**src/rtl/regfile_dbg_pkg.sv**
```systemverilog
// Shared types and constants for the register-file debug controller.
// The READ_ALL opcode is built only when REGFILE_DBG_READ_ALL_EN is defined.
package regfile_dbg_pkg;

  typedef enum logic [1:0] {
    OP_NOP      = 2'b00,
    OP_READ     = 2'b01,
    OP_WRITE    = 2'b10,
    OP_READ_ALL = 2'b11
  } op_e;

  typedef enum logic [2:0] {
    ST_IDLE,
    ST_WR_HI,
    ST_WR_LO,
    ST_WR_COMMIT,
    ST_SNAP,
    ST_RSP_HI,
    ST_RSP_LO,
    ST_RSP_BYTE
  } state_e;

  localparam int OP_MSB  = 7;
  localparam int OP_LSB  = 6;
  localparam int RSV_MSB = 5;
  localparam int RSV_LSB = 2;
  localparam int REG_MSB = 1;
  localparam int REG_LSB = 0;

  localparam logic [7:0] DEFAULT_ACK_BYTE = 8'hA5;
  localparam logic [7:0] DEFAULT_ERR_BYTE = 8'hEE;

  // An opcode is only well-formed when its reserved middle field is all zero.
  function automatic logic rsvFieldClear(input logic [7:0] opByte);
    return (opByte[RSV_MSB:RSV_LSB] == 4'b0000);
  endfunction

endpackage

```
**src/rtl/regfile_dbg_timer.sv**
```systemverilog
// Inter-byte idle counter for WRITE payloads; o_expired marks the
// TIMEOUT_CYCLES-th consecutive enabled cycle without a clear.
module regfile_dbg_timer #(
  parameter int TIMEOUT_CYCLES = 1000
) (
  input  logic clk,
  input  logic reset_i,
  input  logic i_clear,
  input  logic i_enable,
  output logic o_expired
);

  localparam int CW = $clog2(TIMEOUT_CYCLES + 1);
  localparam logic [CW-1:0] LAST = CW'(TIMEOUT_CYCLES - 1);

  logic [CW-1:0] r_count;

  // Saturates on the terminal value so a stalled FSM never wraps the count.
  always_ff @(posedge clk or posedge reset_i) begin
    if (reset_i) begin
      r_count <= '0;
    end else if (i_clear) begin
      r_count <= '0;
    end else if (i_enable && (r_count != LAST)) begin
      r_count <= r_count + CW'(1);
    end
  end

  assign o_expired = i_enable && (r_count == LAST);

endmodule

```
**src/rtl/regfile_dbg_ctrl.sv**
```systemverilog
// Byte-stream debug controller owning the register-file write port.
// Optional feature macro: REGFILE_DBG_READ_ALL_EN enables the READ_ALL opcode.
module regfile_dbg_ctrl
  import regfile_dbg_pkg::*;
#(
  parameter int         TIMEOUT_CYCLES = 1000,
  parameter logic [7:0] ACK_BYTE       = DEFAULT_ACK_BYTE,
  parameter logic [7:0] ERR_BYTE       = DEFAULT_ERR_BYTE
) (
  input  logic        clk,
  input  logic        reset_i,
  input  logic [7:0]  cmd_data_i,
  input  logic        cmd_valid_i,
  output logic        cmd_ready_o,
  output logic [7:0]  rsp_data_o,
  output logic        rsp_valid_o,
  input  logic        rsp_ready_i,
  output logic [15:0] rf_in_o,
  output logic [1:0]  rf_in_sel_o,
  output logic        rf_in_en_o,
  output logic [1:0]  rf_out_sel_o,
  input  logic [15:0] rf_out_i
);

  state_e      r_state;
  logic        r_cmdReady;
  logic        r_rspValid;
  logic [7:0]  r_rspByte;
  logic [15:0] r_shadow;
  logic [15:0] r_rfIn;
  logic [1:0]  r_rfInSel;
  logic        r_rfInEn;
  logic [1:0]  r_rfOutSel;
  logic [1:0]  r_wrReg;
  logic [7:0]  r_wrHi;
`ifdef REGFILE_DBG_READ_ALL_EN
  logic [1:0]  r_index;
  logic        r_readAll;
`endif

  logic       w_cmdFire;
  logic       w_inWrite;
  logic       w_expired;
  logic       w_rsvClear;
  op_e        w_op;
  logic [1:0] w_reg;
  logic [7:0] w_rspData;

  assign w_cmdFire  = cmd_valid_i && r_cmdReady;
  assign w_inWrite  = (r_state == ST_WR_HI) || (r_state == ST_WR_LO);
  assign w_rsvClear = rsvFieldClear(cmd_data_i);
  assign w_op       = op_e'(cmd_data_i[OP_MSB:OP_LSB]);
  assign w_reg      = cmd_data_i[REG_MSB:REG_LSB];

  regfile_dbg_timer #(
    .TIMEOUT_CYCLES(TIMEOUT_CYCLES)
  ) u_timer (
    .clk      (clk),
    .reset_i  (reset_i),
    .i_clear  (w_cmdFire || !w_inWrite),
    .i_enable (w_inWrite),
    .o_expired(w_expired)
  );

  // Control FSM; every output is registered here alongside the state.
  always_ff @(posedge clk or posedge reset_i) begin
    if (reset_i) begin
      r_state    <= ST_IDLE;
      r_cmdReady <= 1'b1;
      r_rspValid <= 1'b0;
      r_rspByte  <= '0;
      r_shadow   <= '0;
      r_rfIn     <= '0;
      r_rfInSel  <= '0;
      r_rfInEn   <= 1'b0;
      r_rfOutSel <= '0;
      r_wrReg    <= '0;
      r_wrHi     <= '0;
`ifdef REGFILE_DBG_READ_ALL_EN
      r_index    <= '0;
      r_readAll  <= 1'b0;
`endif
    end else begin
      r_rfInEn <= 1'b0;
      case (r_state)
        ST_IDLE: begin
          if (w_cmdFire) begin
            r_cmdReady <= 1'b0;
            if (!w_rsvClear) begin
              r_rspByte  <= ERR_BYTE;
              r_rspValid <= 1'b1;
              r_state    <= ST_RSP_BYTE;
            end else begin
              case (w_op)
                OP_NOP: begin
                  r_rspByte  <= ACK_BYTE;
                  r_rspValid <= 1'b1;
                  r_state    <= ST_RSP_BYTE;
                end
                OP_READ: begin
                  r_rfOutSel <= w_reg;
`ifdef REGFILE_DBG_READ_ALL_EN
                  r_readAll  <= 1'b0;
`endif
                  r_state    <= ST_SNAP;
                end
                OP_WRITE: begin
                  r_wrReg    <= w_reg;
                  r_cmdReady <= 1'b1;
                  r_state    <= ST_WR_HI;
                end
                default: begin
`ifdef REGFILE_DBG_READ_ALL_EN
                  r_rfOutSel <= 2'd0;
                  r_index    <= 2'd0;
                  r_readAll  <= 1'b1;
                  r_state    <= ST_SNAP;
`else
                  r_rspByte  <= ERR_BYTE;
                  r_rspValid <= 1'b1;
                  r_state    <= ST_RSP_BYTE;
`endif
                end
              endcase
            end
          end
        end
        ST_WR_HI: begin
          if (w_cmdFire) begin
            r_wrHi  <= cmd_data_i;
            r_state <= ST_WR_LO;
          end else if (w_expired) begin
            r_cmdReady <= 1'b0;
            r_rspByte  <= ERR_BYTE;
            r_rspValid <= 1'b1;
            r_state    <= ST_RSP_BYTE;
          end
        end
        ST_WR_LO: begin
          if (w_cmdFire) begin
            r_rfIn     <= {r_wrHi, cmd_data_i};
            r_rfInSel  <= r_wrReg;
            r_rfInEn   <= 1'b1;
            r_cmdReady <= 1'b0;
            r_state    <= ST_WR_COMMIT;
          end else if (w_expired) begin
            r_cmdReady <= 1'b0;
            r_rspByte  <= ERR_BYTE;
            r_rspValid <= 1'b1;
            r_state    <= ST_RSP_BYTE;
          end
        end
        ST_WR_COMMIT: begin
          r_rspByte  <= ACK_BYTE;
          r_rspValid <= 1'b1;
          r_state    <= ST_RSP_BYTE;
        end
        ST_SNAP: begin
          r_shadow   <= rf_out_i;
          r_rspValid <= 1'b1;
          r_state    <= ST_RSP_HI;
        end
        ST_RSP_HI: begin
          if (rsp_ready_i) begin
            r_state <= ST_RSP_LO;
          end
        end
        ST_RSP_LO: begin
          if (rsp_ready_i) begin
            r_rspValid <= 1'b0;
`ifdef REGFILE_DBG_READ_ALL_EN
            if (r_readAll && (r_index != 2'd3)) begin
              r_index    <= r_index + 2'd1;
              r_rfOutSel <= r_index + 2'd1;
              r_state    <= ST_SNAP;
            end else begin
              r_cmdReady <= 1'b1;
              r_state    <= ST_IDLE;
            end
`else
            r_cmdReady <= 1'b1;
            r_state    <= ST_IDLE;
`endif
          end
        end
        ST_RSP_BYTE: begin
          if (rsp_ready_i) begin
            r_rspValid <= 1'b0;
            r_cmdReady <= 1'b1;
            r_state    <= ST_IDLE;
          end
        end
        default: r_state <= ST_IDLE;
      endcase
    end
  end

  // Response byte is picked from registered state only, so it is stable under backpressure.
  always_comb begin
    w_rspData = '0;
    case (r_state)
      ST_RSP_HI:   w_rspData = r_shadow[15:8];
      ST_RSP_LO:   w_rspData = r_shadow[7:0];
      ST_RSP_BYTE: w_rspData = r_rspByte;
      default:     w_rspData = '0;
    endcase
  end

  assign cmd_ready_o  = r_cmdReady;
  assign rsp_valid_o  = r_rspValid;
  assign rsp_data_o   = w_rspData;
  assign rf_in_o      = r_rfIn;
  assign rf_in_sel_o  = r_rfInSel;
  assign rf_in_en_o   = r_rfInEn;
  assign rf_out_sel_o = r_rfOutSel;

endmodule

```
**config.mk**
```make
export PLATFORM = sky130hd
export DESIGN_NAME = regfile_dbg_ctrl
export DESIGN_NICKNAME = d
export VERILOG_FILES = /design/src/rtl/regfile_dbg_pkg.sv /design/src/rtl/regfile_dbg_timer.sv /design/src/rtl/regfile_dbg_ctrl.sv
export SDC_FILE = /design/constraint.sdc
export NUM_CORES = 1
export LEC_CHECK = 0
export CORE_MARGIN = 2
export CORE_UTILIZATION = 47
export DETAILED_ROUTE_END_ITERATION = 16
export PLACE_DENSITY = 0.79
export SETUP_SLACK_MARGIN = 0.5
export SYNTH_ARGS = -nofsm -noshare
export SYNTH_HDL_FRONTEND = slang
export SYNTH_SLANG_ARGS = --single-unit
```
**constraint.sdc**
```tcl
create_clock -name clk -period 2.06 [get_ports clk]
set_input_delay 0.412 -clock clk [delete_from_list [all_inputs] [get_ports clk]]
set_output_delay 0.412 -clock clk [all_outputs]
set_load 0.01 [all_outputs]
```
; Word level (Yosys, flattened, before mapping)
; Cells that the tools add are included.
[word_totals]
reg_bits = 70
out_inout_bits = 31
word_cells = 91
inputBits = 28
[op_classes]
n_eq_ne = 18
n_addsub = 1
muxes = 35
n_reduce_logical = 25
[ops]
columns = op, n
row1 = case mux 8 bit (3 select lines), 2
row2 = 2-to-1 mux 8 bit, 4
row3 = 2-to-1 mux 3 bit, 7
row4 = case mux 3 bit (7 select lines), 1
row5 = 2-to-1 mux 10 bit, 2
row6 = case mux 8 bit (2 select lines), 1
row7 = 2-to-1 mux 1 bit, 15
row8 = "equality test 3 bit, second input constant", 4
row9 = AND reduction 4 bit, 3
row10 = "adder 10 x 1 -> 10 bit, second input constant", 1
row11 = "equality test 10 bit, second input constant", 1
row12 = "!= test 10 bit, second input constant", 1
row13 = "!= test 2 bit, second input constant", 4
row14 = case mux 1 bit (4 select lines), 2
row15 = nonzero test 4 bit, 2
row16 = OR reduction 2 bit, 4
row17 = "equality test 3 x 2 -> 1 bit, second input constant", 2
row18 = case mux 3 bit (2 select lines), 1
row19 = AND reduction 6 bit, 1
row20 = AND reduction 5 bit, 1
row21 = logical NOT 4 bit, 1
row22 = "!= test 2 x 1 -> 1 bit, second input constant", 2
row23 = AND reduction 2 bit, 2
row24 = "equality test 3 x 1 -> 1 bit, second input constant", 1
row25 = other kinds (11), 14

; Logic depth before layout (Yosys ltp)
[depth]
word_depth = 6
ltp_mapped = 7
mapped_depth_nobuf = 5

; By module
; From an unflattened synthesis, not the netlist that was laid out.
[unflattened]
cells_unflattened = 286
area_unflattened_um2 = 3233.1
[by_module_without_submodules]
columns = mod, seq_area_each_um2, area_per_inst_um2, cells_per_inst, instances
row1 = regfile_dbg_ctrl, 1377.6, 2633.8, 222, 1
row2 = regfile_dbg_timer, 250.2, 599.3, 64, 1

; Worst setup path before layout
; No wires, ideal clock.
[synth_path]
path_type = register -> output
start = register r_state[0]
end = output port rsp_data_o[4]
required_time_ns = 1.648
arrival_ns = 1.325
stages_incl_launch_ff = 6
path_buffers = 1
path_slack_ns = 0.323
path_cell_list = dfrtp_1 > buf_4 > inv_1 > nor2_1 > nand2_1 > a21boi_0
[synth_via]
elab_chain_len = 2
elab_cells_between_ends = 4
classes_between = eq/ne: 3 / mux: 1
[synth_rtl]
columns = element, line
row1 = "start, declared", regfile_dbg_ctrl.sv:25  ; state_e r_state;
row2 = "start signal, assigned", regfile_dbg_ctrl.sv:68  ; r_state <= ST_IDLE;
row3 = "start signal, assigned", regfile_dbg_ctrl.sv:92  ; r_state <= ST_RSP_BYTE;
row4 = "start signal, assigned", regfile_dbg_ctrl.sv:98  ; r_state <= ST_RSP_BYTE;
row5 = equality test 3 bit, regfile_dbg_ctrl.sv:201  ; case (r_state)
row6 = case mux 8 bit (3 select lines) (*), regfile_dbg_ctrl.sv:201
row7 = "end, declared", regfile_dbg_ctrl.sv:15  ; output logic [7:0] rsp_data_o,
; Every way passes the cells marked *; elsewhere a longest branch is shown, timed or not.

; Worst setup path in the final report
[layout_path]
start = register r_state[0]
end = output port rsp_data_o[2]
; The elaborated chain is that of the path after synthesis.

==> flow_metrics.py <==
metrics = {
    "logic_synthesis": {
        "ys_types": 46,
        "netlist_area_mm2": 0.00305,
        "synthFlopType": "dfrtp_1",
        "syn_nets": 299,
        "ys_top_cells_by_area": "dfrtp_1 53%, mux2_2 9.6%, mux2_1 5.2%",
        "netlist.top_cell.by_area": "dfrtp_1",
        "synth_top_area_share_pct": 52.6,
        "syn_inst": 267,
        "ys_seq_elements": 65,
        "yosys_warnings": 0,
        "yosysSeqAreaShare_pct": 53.4,
        "synth_edf_count": 0,
        "syn_area_per_cell_um2": 11.4,
        "ys_async_sr_fraction_pct": 100,
    },
    "power_and_ir_drop": {
        "max-vdd-ir-drop_mv": 0.929,
        "p_leak_nw": 2.36,
        "power_mw": 7.09,
        "p_per_area_mw_per_mm2": 1400,
    },
    "clock_network": {
        "ctsLongestPathBuffers": 2,
        "htreeDepth": 3,
        "cts_tree": "done",
        "cts.sinks": 65,
        "path_clk_slew_ns": 0.07,
        "root_buffer": "clkbuf_8",
        "numCtsBuffers": 9,
        "clkLatencyLatePin_ns": 0.34,
    },
    "worst_setup_path": {
        "cp.arrival_ns": 1.60,
        "crit_fanout": 4,
        "end_kind": "primary output",
        "required_ns": 1.65,
        "critPathLaunchType": "register",
        "crit_type": "register to primary output",
    },
    "sta": {
        "max-slew-margin-rel_pct": 75.1,
        "tns_ns": 0,
        "drv_slew": 0,
        "finalCritPeriodShare_pct": 97.6,
        "grt_setup_unrepaired": "yes",
        "fin_ws_ns": 0.0500,
        "finalClockSkew_ns": 0.0108,
        "setup_violations": 0,
        "tightest_slew_ns": 0.373,
        "hold_violations": 0,
        "fmax_mhz": 498,
        "finalCriticalPeriod_ns": 2.01,
    },
    "route": {
        "wl_per_cell_um": 22.8,
        "drt-vias-per-instance": 5.87,
        "wirelength_um": 10700,
        "drtAntennaViolNets": 0,
        "top_layer_used": "met4",
        "wl_met2_um": 5210,
        "firstDrtPassIters": 4,
        "vias": 2747,
        "wl_met3_um": 601,
        "wl_met1_um": 4450,
        "drc": 0,
        "drtIter0Drc": 255,
    },
    "grt": {
        "antenna_found_initial": 0,
        "grt_max_degree": 34,
        "grt_pass1_wl_um": 14500,
        "gr-total-overflow": 0,
        "grt_pass1_vias": 2820,
        "grt_usage_pct": 26.1,
    },
    "floorplanning": {
        "ios": 59,
        "fp.dieArea_mm2": 0.00714,
        "rows": 29,
        "initial_core_util_pct": 48.3,
        "core_mm2": 0.00631,
        "dieWidth_um": 84.5,
        "die_h_um": 84.5,
    },
    "layout": {
        "utilization_pct": 80.3,
        "syn2layout_area_growth_pct": 66.4,
        "layout-drive-gt1-share_pct": 50.6,
        "insertedDiodeCount": 0,
        "finalNetCount": 419,
    },
    "placement": {
        "gp_congestion": 0.798,
        "dpl_worst_slack_ns": -0.179,
        "hpwlAfterDp_um": 4520,
        "numPortBuffers": 58,
    },
    "worst_hold_path": {
        "hp-class": "input port to asynchronous set/reset pin",
    },
    "outcome": {
        "outcome": "finished clean",
    },
    "flow_run": {
        "cap_violations": 0,
    },
}
[final cells by class]
type | count | area, um^2
clock buffer | 12 | 145
clock inverter | 3 | 65.1
fill | 320 | 1240
inverter | 14 | 56.3
multi-input combinational | 177 | 1820
sequential | 65 | 1630
tap | 77 | 96.3
timing repair buffer | 120 | 1250
[report_power, final]
part	switching, mW	leakage [nW]	internal [mW]	total (mW)
registers	0.323	0.811	1.74	2.06
clock network	0.479	0.106	0.708	1.19
logic	1.77	1.44	2.07	3.84
[registers in the layout (all words and copies together) (netlist names)]
signal,flops
rf_out_sel_o,2
rf_in_sel_o,2
r_wrHi,8
r_state,3
u_timer.r_count,10
cmd_ready_o,1
rf_in_o,16
r_rspByte,3
r_shadow,16
rf_in_en_o,1
rsp_valid_o,1
r_wrReg,2
[per-layer routing]
| layer | global-route usage (%) | vias up |
|---|---|---|
| met3 | 4.72 | 45 |
| met2 | 42.4 | 137 |
| met1 | 33.4 | 1394 |
| met5 | 0 | - |
| met4 | 13.6 | 0 |
| li1 | - | 1171 |
[worst paths after layout]
check | startpoint | to | slack (ns) | cells past startpoint
worst min-delay path | reset_i | rf_in_o[15] | 0.49 | 3
worst max-delay path | r_state[0] | rsp_data_o[2] | 0.05 | 6
max in group asynchronous | reset_i | cmd_ready_o | 1.34 | 3
worst max register to register | r_state[0] | rf_in_o[8] | 0.06 | 7
min in group clk | rf_in_o[13] | rf_in_o[13] | 0.51 | 1
worst min register to register | rf_in_o[13] | rf_in_o[13] | 0.51 | 1
[cells in the mapped netlist (3+ instances only)]
master    count
nand3_1       6
ha_1          4
buf_6         3
nor2b_1       7
o21ai_0      18
inv_1        14
mux2_1       14
clkbuf_1      4
dfrtp_1      64
and2_1        3
xnor2_1       5
nand2b_1      4
a22oi_1       7
a21oi_1       5
nor2_1       17
a211oi_1      3
mux2_2       26
buf_2         3
nand2_1      28
[per-stage QoR]
| stage | area [um^2] | instances | hold WS (ns) |
|---|---|---|---|
| finish | 5070 | 468 | 0.487 |
| floorplan | 3080 | 267 | 0.435 |
| detailed placement | 3870 | 408 | 0.465 |
| global placement | 3870 | 408 | 0.466 |
| global route | 5070 | 468 | 0.518 |
| CTS | 4610 | 452 | 0.492 |
[cell families after synthesis]
| kind of cell | count (synthesis) | synth area share (%) |
|---|---|---|
| mux | 42 | 15.4 |
| xor+xnor | 7 | 2.01 |
| compound gates | 44 | 9.28 |
| flops | 65 | 53.4 |
| fa+ha+maj | 4 | 1.64 |
| simple gates | 79 | 13.9 |
| buf+inv | 26 | 4.31 |
[worst max-delay path, cell delays in order, from the launching register on]
cell,delay (ns)
dfrtp_2,0.43
inv_2,0.08
nor2_4,0.16
buf_6,0.16
a22oi_2,0.09
nor2b_1,0.17
buf_2,0.16
[cells in the final DEF (no fill, tap or decap), drive strengths merged, types with 13 or more instances in the layout]
cell type | netlist | routed
mux2 | 40 | 40
dlygate4sd2 | 0 | 28
buf | 8 | 68
clkdlybuf4s50 | 0 | 21
o21ai | 18 | 18
inv | 14 | 13
nor2 | 17 | 17
dfrtp | 64 | 64
nand2 | 28 | 28
clkbuf | 4 | 15
[timing repair]
action / in CTS / in global routing
gates resized for setup: 139 / 96
hold buffers: 0 / 0
cloned: 6 / 2
endpoints found under the hold margin: 0 / 0
endpoints found under the setup margin: 87 / 73
pin swaps: 22 / 27
buffers inserted: 23 / 14
Note: power is estimated with default switching activity, not from simulation.
